[src/rtl/mux_scan_sequencer_pkg.sv]
// Shared definitions for the mux scan sequencer: state encoding, default
// rates, and the tick-counter width rule.
package mux_scan_sequencer_pkg;

  typedef enum logic {
    IDLE = 1'b0,
    SCAN = 1'b1
  } state_e;

  localparam int CLK_FREQ_HZ      = 50_000_000;
  localparam int DEFAULT_TICK_DIV = 25_000_000;

  // Counter must hold 0..tick_div-1; a 1-bit counter is the floor.
  function automatic int tick_cnt_w(input int tick_div);
    return ($clog2(tick_div) < 1) ? 1 : $clog2(tick_div);
  endfunction

endpackage

[src/rtl/rate_divider.sv]
// Free-running modulo-TICK_DIV counter; Tick marks the last cycle of each
// period so the caller can advance on the following edge.
module rate_divider
  import mux_scan_sequencer_pkg::*;
#(
  parameter int TICK_DIV = DEFAULT_TICK_DIV
) (
  input  logic Clock,
  input  logic Reset,
  input  logic Clear,
  input  logic Enable,
  output logic Tick
);

  localparam int CNT_W = tick_cnt_w(TICK_DIV);
  localparam logic [CNT_W-1:0] LAST = CNT_W'(TICK_DIV - 1);

  logic [CNT_W-1:0] count;

  // NOTE: sequential state uses non-blocking assignments so every register
  // samples pre-edge values, independent of process evaluation order.
  always_ff @(posedge Clock or posedge Reset) begin
    if (Reset) begin
      count <= '0;
    end else if (Clear) begin
      count <= '0;
    end else if (Enable) begin
      count <= Tick ? '0 : count + 1'b1;
    end
  end

  assign Tick = (count == LAST);

endmodule

[src/rtl/mux_scan_sequencer.sv]
// Drives a bit-select mux: latches a pattern on Start and steps the select
// through every bit at the rate_divider pace, bit 0 first.
module mux_scan_sequencer
  import mux_scan_sequencer_pkg::*;
#(
  parameter int NUM_BITS = 7,
  parameter int SEL_W    = 3,
  parameter int TICK_DIV = DEFAULT_TICK_DIV
) (
  input  logic                Clock,
  input  logic                Reset,
  input  logic                Start,
  input  logic                Abort,
  input  logic [NUM_BITS-1:0] Pattern,
  output logic [NUM_BITS-1:0] Data,
  output logic [SEL_W-1:0]    MuxSelect,
  output logic                BitStrobe,
  output logic                Busy,
  output logic                Done
);

  localparam logic [SEL_W-1:0] LAST_SEL = SEL_W'(NUM_BITS - 1);

  state_e              state, state_d;
  logic [NUM_BITS-1:0] data_d;
  logic [SEL_W-1:0]    sel_d;
  logic                strobe_d, busy_d, done_d;
  logic                tick;

  // The divider idles at zero outside SCAN, so every scan starts a fresh period.
  rate_divider #(.TICK_DIV(TICK_DIV)) u_rate_divider (
    .Clock (Clock),
    .Reset (Reset),
    .Clear ((state != SCAN) || Abort),
    .Enable(state == SCAN),
    .Tick  (tick)
  );

  always_ff @(posedge Clock or posedge Reset) begin
    if (Reset) begin
      state     <= IDLE;
      Data      <= '0;
      MuxSelect <= '0;
      BitStrobe <= 1'b0;
      Busy      <= 1'b0;
      Done      <= 1'b0;
    end else begin
      state     <= state_d;
      Data      <= data_d;
      MuxSelect <= sel_d;
      BitStrobe <= strobe_d;
      Busy      <= busy_d;
      Done      <= done_d;
    end
  end

  always_comb begin
    // NOTE: every signal gets a default before the case so no path leaves
    // it unassigned, which would otherwise infer a latch.
    state_d  = state;
    data_d   = Data;
    sel_d    = MuxSelect;
    strobe_d = 1'b0;
    busy_d   = Busy;
    done_d   = 1'b0;
    unique case (state)
      IDLE: begin
        if (Start) begin
          data_d   = Pattern;
          sel_d    = '0;
          busy_d   = 1'b1;
          strobe_d = 1'b1;
          state_d  = SCAN;
        end
      end
      SCAN: begin
        // Abort outranks a same-cycle period wrap, so it never raises Done.
        if (Abort) begin
          sel_d   = '0;
          busy_d  = 1'b0;
          state_d = IDLE;
        end else if (tick) begin
          if (MuxSelect == LAST_SEL) begin
            sel_d   = '0;
            busy_d  = 1'b0;
            done_d  = 1'b1;
            state_d = IDLE;
          end else begin
            sel_d    = MuxSelect + 1'b1;
            strobe_d = 1'b1;
          end
        end
      end
      default: state_d = IDLE;
    endcase
  end

endmodule

[config.mk]
export PLATFORM = sky130hd
export DESIGN_NAME = mux_scan_sequencer
export DESIGN_NICKNAME = d
export VERILOG_FILES = /design/src/rtl/mux_scan_sequencer_pkg.sv /design/src/rtl/rate_divider.sv /design/src/rtl/mux_scan_sequencer.sv
export SDC_FILE = /design/constraint.sdc
export NUM_CORES = 1
export LEC_CHECK = 0
export ABC_AREA = 1
export CAP_MARGIN = 5
export CORE_ASPECT_RATIO = 1.5
export CORE_MARGIN = 1.5
export CORE_UTILIZATION = 35
export CTS_CLUSTER_DIAMETER = 100
export DETAILED_ROUTE_END_ITERATION = 6
export PLACE_DENSITY = 0.59
export SLEW_MARGIN = 0
export SYNTH_ARGS = -nofsm -noshare
export SYNTH_HDL_FRONTEND = slang
export SYNTH_SLANG_ARGS = --single-unit
[constraint.sdc]
create_clock -name Clock -period 1.54 [get_ports Clock]
set_input_delay 0.385 -clock Clock [delete_from_list [all_inputs] [get_ports Clock]]
set_output_delay 0.385 -clock Clock [all_outputs]
set_load 0.05 [all_outputs]
### Yosys cells after proc, flatten, opt, wreduce, memory -nomap -nowiden

Cells that the tools add are included.

| operators by class | value |
|---|---|
| add/sub/neg operators | 2 |
| multipliers | 0 |
| div/mod/pow operators | 0 |
| magnitude comparators | 0 |
| equal/unequal tests | 5 |
| shifts and indexed selects | 0 |
| multiplexer cells | 25 |
| bitwise gates (word level) | 1 |
| reduce and logical (&&, ||, !) cells | 5 |

Operator list:

| kind | count |
|---|---|
| 25-bit two-way mux | 3 |
| 25-bit by 1-bit adder with 25-bit output (second input constant) | 1 |
| 25-bit == test (second input constant) | 1 |
| 1-bit two-way mux | 14 |
| 3-bit two-way mux | 4 |
| 3-bit by 2-bit != test with 1-bit output (second input constant) | 2 |
| 1-bit case mux with 2 select lines | 3 |
| 3-bit case mux with 2 select lines | 1 |
| 2-bit AND reduction | 2 |
| 3-bit by 1-bit adder with 3-bit output (second input constant) | 1 |
| 3-bit == test (second input constant) | 1 |
| 3-bit AND reduction | 1 |
| 2-bit != test (second input constant) | 1 |
| 2-bit nonzero test | 1 |
| 1-bit logical OR | 1 |
| 1-bit inverter | 1 |

| storage, ports and cells | value |
|---|---|
| register bits | 39 |
| bits in latches | 0 |
| RAM bits | 0 |
| memory bits (read-only) | 0 |
| bits of input ports | 11 |
| word-level logic and storage cells | 45 |
| memories | 0 |

### Depth between registers and ports, before layout

| depth | value |
|---|---|
| depth in word-level cells | 5 |
| gate-level depth with buffers | 11 |

### By module

A second synthesis with hierarchy kept.

| second synthesis, totals | value |
|---|---|
| cells, all modules | 305 |
| area, all modules | 2244.7 um^2 |

Modules (own cells, without submodules):

| module | times used | cells each | area each (um^2) | sequential area each (um^2) |
|---|---|---|---|---|
| rate_divider | 1 | 229 | 1601.5 | 625.6 |
| mux_scan_sequencer | 1 | 76 | 643.1 | 350.3 |

### Worst setup path after synthesis

No wires, ideal clock.

| timing path | value |
|---|---|
| path kind | reg-to-reg |
| start | register MuxSelect[0] |
| end | register MuxSelect[1] |
| arrival | 1.424 ns |
| data required time | 1.464 ns |
| slack | 0.040 ns |
| stages on the path, launching flop included | 6 |
| buffers on the path | 0 |
| cells stage by stage | dfrtp_1 > inv_1 > nand3_1 > nand2_1 > or3_1 > o21ai_1 |

| between the ends | value |
|---|---|
| cells in the longest elaborated chain, start to end | 5 |
| elaborated cells between the ends (all ways) | 6 |
| classes of those cells | add/sub (1); eq/ne (1); mux (4) |

RTL lines:

| element | RTL line | source |
|---|---|---|
| from (decl) | mux_scan_sequencer.sv:16 | `output logic [SEL_W-1:0] MuxSelect,` |
| from (signal assigned) | mux_scan_sequencer.sv:50 | `MuxSelect <= sel_d;` |
| 3-bit by 1-bit adder with 3-bit output or 3-bit == test (tied branches) | mux_scan_sequencer.sv:89, mux_scan_sequencer.sv:83 |  |
| 3-bit two-way mux (*) | mux_scan_sequencer.sv:83 | `if (MuxSelect == LAST_SEL) begin` |
| 3-bit two-way mux (*) | mux_scan_sequencer.sv:82 | `end else if (tick) begin` |
| 3-bit two-way mux (*) | mux_scan_sequencer.sv:78 | `if (Abort) begin` |
| 3-bit case mux with 2 select lines (*) | mux_scan_sequencer.sv:66 | `unique case (state)` |

Every way passes the cells marked *; elsewhere a longest branch is shown, timed or not. The select of a mux whose other input is x is not followed.
A chain may end at the register's enable or synchronous reset.

### Final worst setup path

| timing path | value |
|---|---|
| start | register u_rate_divider.count[0] |
| end | register MuxSelect[1] |

| between the ends | value |
|---|---|
| cells in the longest elaborated chain, start to end | 3 |

RTL lines:

| element | RTL line | source |
|---|---|---|
| from (decl) | rate_divider.sv:18 | `logic [CNT_W-1:0] count;` |
| from (signal assigned) | rate_divider.sv:28 | `count <= Tick ? '0 : count + 1'b1;` |
| 25-bit == test | rate_divider.sv:32 | `assign Tick = (count == LAST);` |
| 3-bit by 2-bit != test with 1-bit output (no line) | -- |  |
| 2-bit AND reduction (no line) | -- |  |

Every way passes these cells.

==> metrics.txt <==
area growth from synthesis to final layout=33.0%; Slew HR=77.7%; Cell Area, Synth=2190 sq um; peak supply drop=0.739 mV; slowest cell delay on critical path=0.36 ns; Final #Nets=345; Clk pin slew, worst setup/hold paths=0.08 ns; Die ar.=6760 sq um; Leak=1.26 nW; Fin Hold WS=0.435 ns; synthesized flop and latch total=39; Via-to-Cell Ratio=4.71; I/O pin total=24; antenna cell count=0; drt wl/cell=12.3 microns; Critical Path Start Type=register; Tcrit/Tclk final=99.3%; I/O Buffers=23; power density cells=1030 nW/um^2; GRT Total Usage=17.2%; Setup crit end kind=register; vias in the first global route=1991; crit path buf inv count=0; Post-Place Cells=396; critical-path cell list=ha_2, nand2_2, nor2_2, nand2_2, nor2_2, nand3_2, nand2_4, nand2_4, nand2_1, o21ai_1; setup TNS=0 ns; R2R Path Start=u_rate_divider.count[0]$_DFFE_PP0P_; Avg Inst Size Synth=7.75 sq um; first-pass GRT wire length=8.76 mm; DRC=0; Die Wd=67.6 microns; Worst Path Required=1.73 ns; Setup violations, final=0; post-cts hold buffer count=0; via count=1922; Worst-Skew Late Latency=0.29 ns; Tmin final=1.53 ns; FF-to-FF path depth=10; Fmax=0.654 GHz; drt pass-1 iters=4; Worst-Margin Slew=0.334 ns; top cells by area, synth=dfrtp_1, nand2_1, nor2_1, inv_1, mux2_2; post-synth top area cell=dfrtp_1; CTS Sinks=39; Fin. Hold Viols=0; row cnt=35; Finished Layout Cells=408; Core Area=6090 sq um; htree depth=2; CTS Buf Count=5; post-synth top area share=44.5%; RR Endpoint=MuxSelect[1]$_DFFE_PP0P_; initial antenna violation count=0; worst path arrival time=1.72 ns; DIE HEIGHT=100 microns; Netlist cell types=30; final setup skew=0.00184 ns; worst setup path end=MuxSelect[1]$_DFFE_PP0P_; yosys warns=0; family with the most delay on the worst path=simple AND/OR/NAND/NOR gates; Post-Route WL=5.03 mm; Post-Syn Nets=295; sequential-to-total area share from yosys stat=44.5%; Final Max Tran Viols=0; largest net degree at the start of global routing=40; CP Launch Point=u_rate_divider.count[0]$_DFFE_PP0P_; crit path max fanout=6; share of cells above drive strength 1=24.9%; setup ws final=0.0114 ns; Worst R2R Setup Slack=0.01 ns; gr ovfl total=0; Detail Placement HPWL=3.97 mm; total power=3.02 mW; Max Cap Violations=0; final RePlAce weighted congestion=0.931; pre-CTS setup slack=-0.121 ns; cells after synthesis=283; critical-path cell with the highest stage delay=dfrtp_1; RSZ-0062 raised after global routing=true; Min-Delay Path Class=in2async; Iteration-0 DRC Markers=94; CTS tree=yes; critical path depth in cells=10; outcome=complete, no violations; root buf cell=clkbuf_8; Crit Path Category=reg2reg; Routed Antenna Nets=0; Starting Density=36.0%; clock tree buffer depth=2
==> logic make-up (layout without fill, tap and decap cells) <==
logic type      count (synthesis)  count (layout)  synth area share (%)
compound gates                  9               9                  2.17
xor+xnor                        6               6                  2.40
fa+ha+maj                       1               1                 0.570
buf+inv                        41              91                  7.36
flops                          39              39                  44.5
mux                             7               7                  3.59
simple gates                  180             181                  39.4
==> registers in the layout, indices dropped and copies added (netlist names) <==
register and cells:
MuxSelect 3, Busy 1, Data 7, BitStrobe 1, state 1, u_rate_divider.count 25, Done 1
==> per-layer routing <==
layer	track usage, %	vias up	wire length, microns
li1	-	980	-
met1	19.2	883	1950
met2	30.1	44	2700
met3	3.70	15	192
met4	8.16	0	191
met5	0	-	0
==> cells in the mapped netlist (all sizes together) <==
| cell type | number |
|---|---|
| dfrtp | 39 |
| nor3 | 18 |
| clkinv | 1 |
| nand4 | 3 |
| nand2 | 71 |
| xor2 | 4 |
| buf | 1 |
| nand3 | 16 |
| a21oi | 2 |
| ha | 1 |
| xnor2 | 2 |
| or2 | 2 |
| inv | 39 |
| o21ai | 6 |
| nor2 | 63 |
| mux2 | 7 |
| a211oi | 1 |
| nand3b | 2 |
| nor3b | 4 |
| or3 | 1 |
==> worst reg2reg max path: stages (launching register included) <==
cell and delay (ns):
dfrtp_1 0.36, ha_2 0.19, nand2_2 0.07, nor2_2 0.10
nand2_2 0.10, nor2_2 0.10, nand3_2 0.13, nand2_4 0.15
nand2_4 0.09, nand2_1 0.06, o21ai_1 0.06
==> per-stage QoR <==
stage | utilization, % | cell area, sq um
2_1_floorplan | - | 2190
4_1_cts | 47.5 | 2890
3_3_place_gp | 45.6 | 2780
5_1_grt | 47.9 | 2920
6_report | 47.9 | 2920
3_5_place_dp | 45.6 | 2780
==> cell type report <==
| cell class | count | area (sq um) |
|---|---|---|
| Fill cell | 593 | 3170 |
| Multi-Input combinational cell | 204 | 1080 |
| Sequential cell | 39 | 977 |
| Timing Repair Buffer | 43 | 523 |
| Inverter | 40 | 153 |
| Tap cell | 74 | 92.6 |
| Clock buffer | 5 | 68.8 |
| Clock inverter | 3 | 20.0 |
==> what timing repair did <==
action / CTS / global route
setup endpoints to repair: 14 / 21
resized for setup: 3 / 7
setup buffers: 2 / 1
pin swaps: 0 / 2
cloned: 1 / 0
==> how the worst min path moves through the flow <==
stage,from,end,slack (ns)
after floorplan,u_rate_divider.count[0]$_DFFE_PP0P_,u_rate_divider.count[0]$_DFFE_PP0P_,0.47
after global placement,Busy$_DFFE_PP0P_,Busy$_DFFE_PP0P_,0.52
after detailed placement,u_rate_divider.count[21]$_DFFE_PP0P_,u_rate_divider.count[21]$_DFFE_PP0P_,0.54
after CTS,Reset,Data[4]$_DFFE_PP0P_,0.45
after global routing,Reset,Data[4]$_DFFE_PP0P_,0.47
final,Reset,u_rate_divider.count[3]$_DFFE_PP0P_,0.44
==> cell usage in the layout, fill, tap and decap left out, drive strengths merged, types with 2 or more instances in the layout <==
| cell | netlist | layout |
|---|---|---|
| a21oi | 2 | 2 |
| dfrtp | 39 | 39 |
| xnor2 | 2 | 2 |
| o21ai | 6 | 6 |
| nand3 | 16 | 16 |
| buf | 1 | 33 |
| inv | 39 | 39 |
| clkinvlp | 0 | 2 |
| nand3b | 2 | 2 |
| nor2 | 63 | 63 |
| or2 | 2 | 2 |
| clkbuf | 0 | 5 |
| nor3 | 18 | 18 |
| clkdlybuf4s50 | 0 | 10 |
| clkinv | 1 | 2 |
| nor3b | 4 | 4 |
| mux2 | 7 | 7 |
| nand2 | 71 | 72 |
| xor2 | 4 | 4 |
| nand4 | 3 | 3 |
==> power breakdown <==
part           internal (mW)  switching (mW)
clock network          0.315           0.385
logic                  0.525           0.546
registers               1.13           0.119
(Power assumes the default switching activity.)
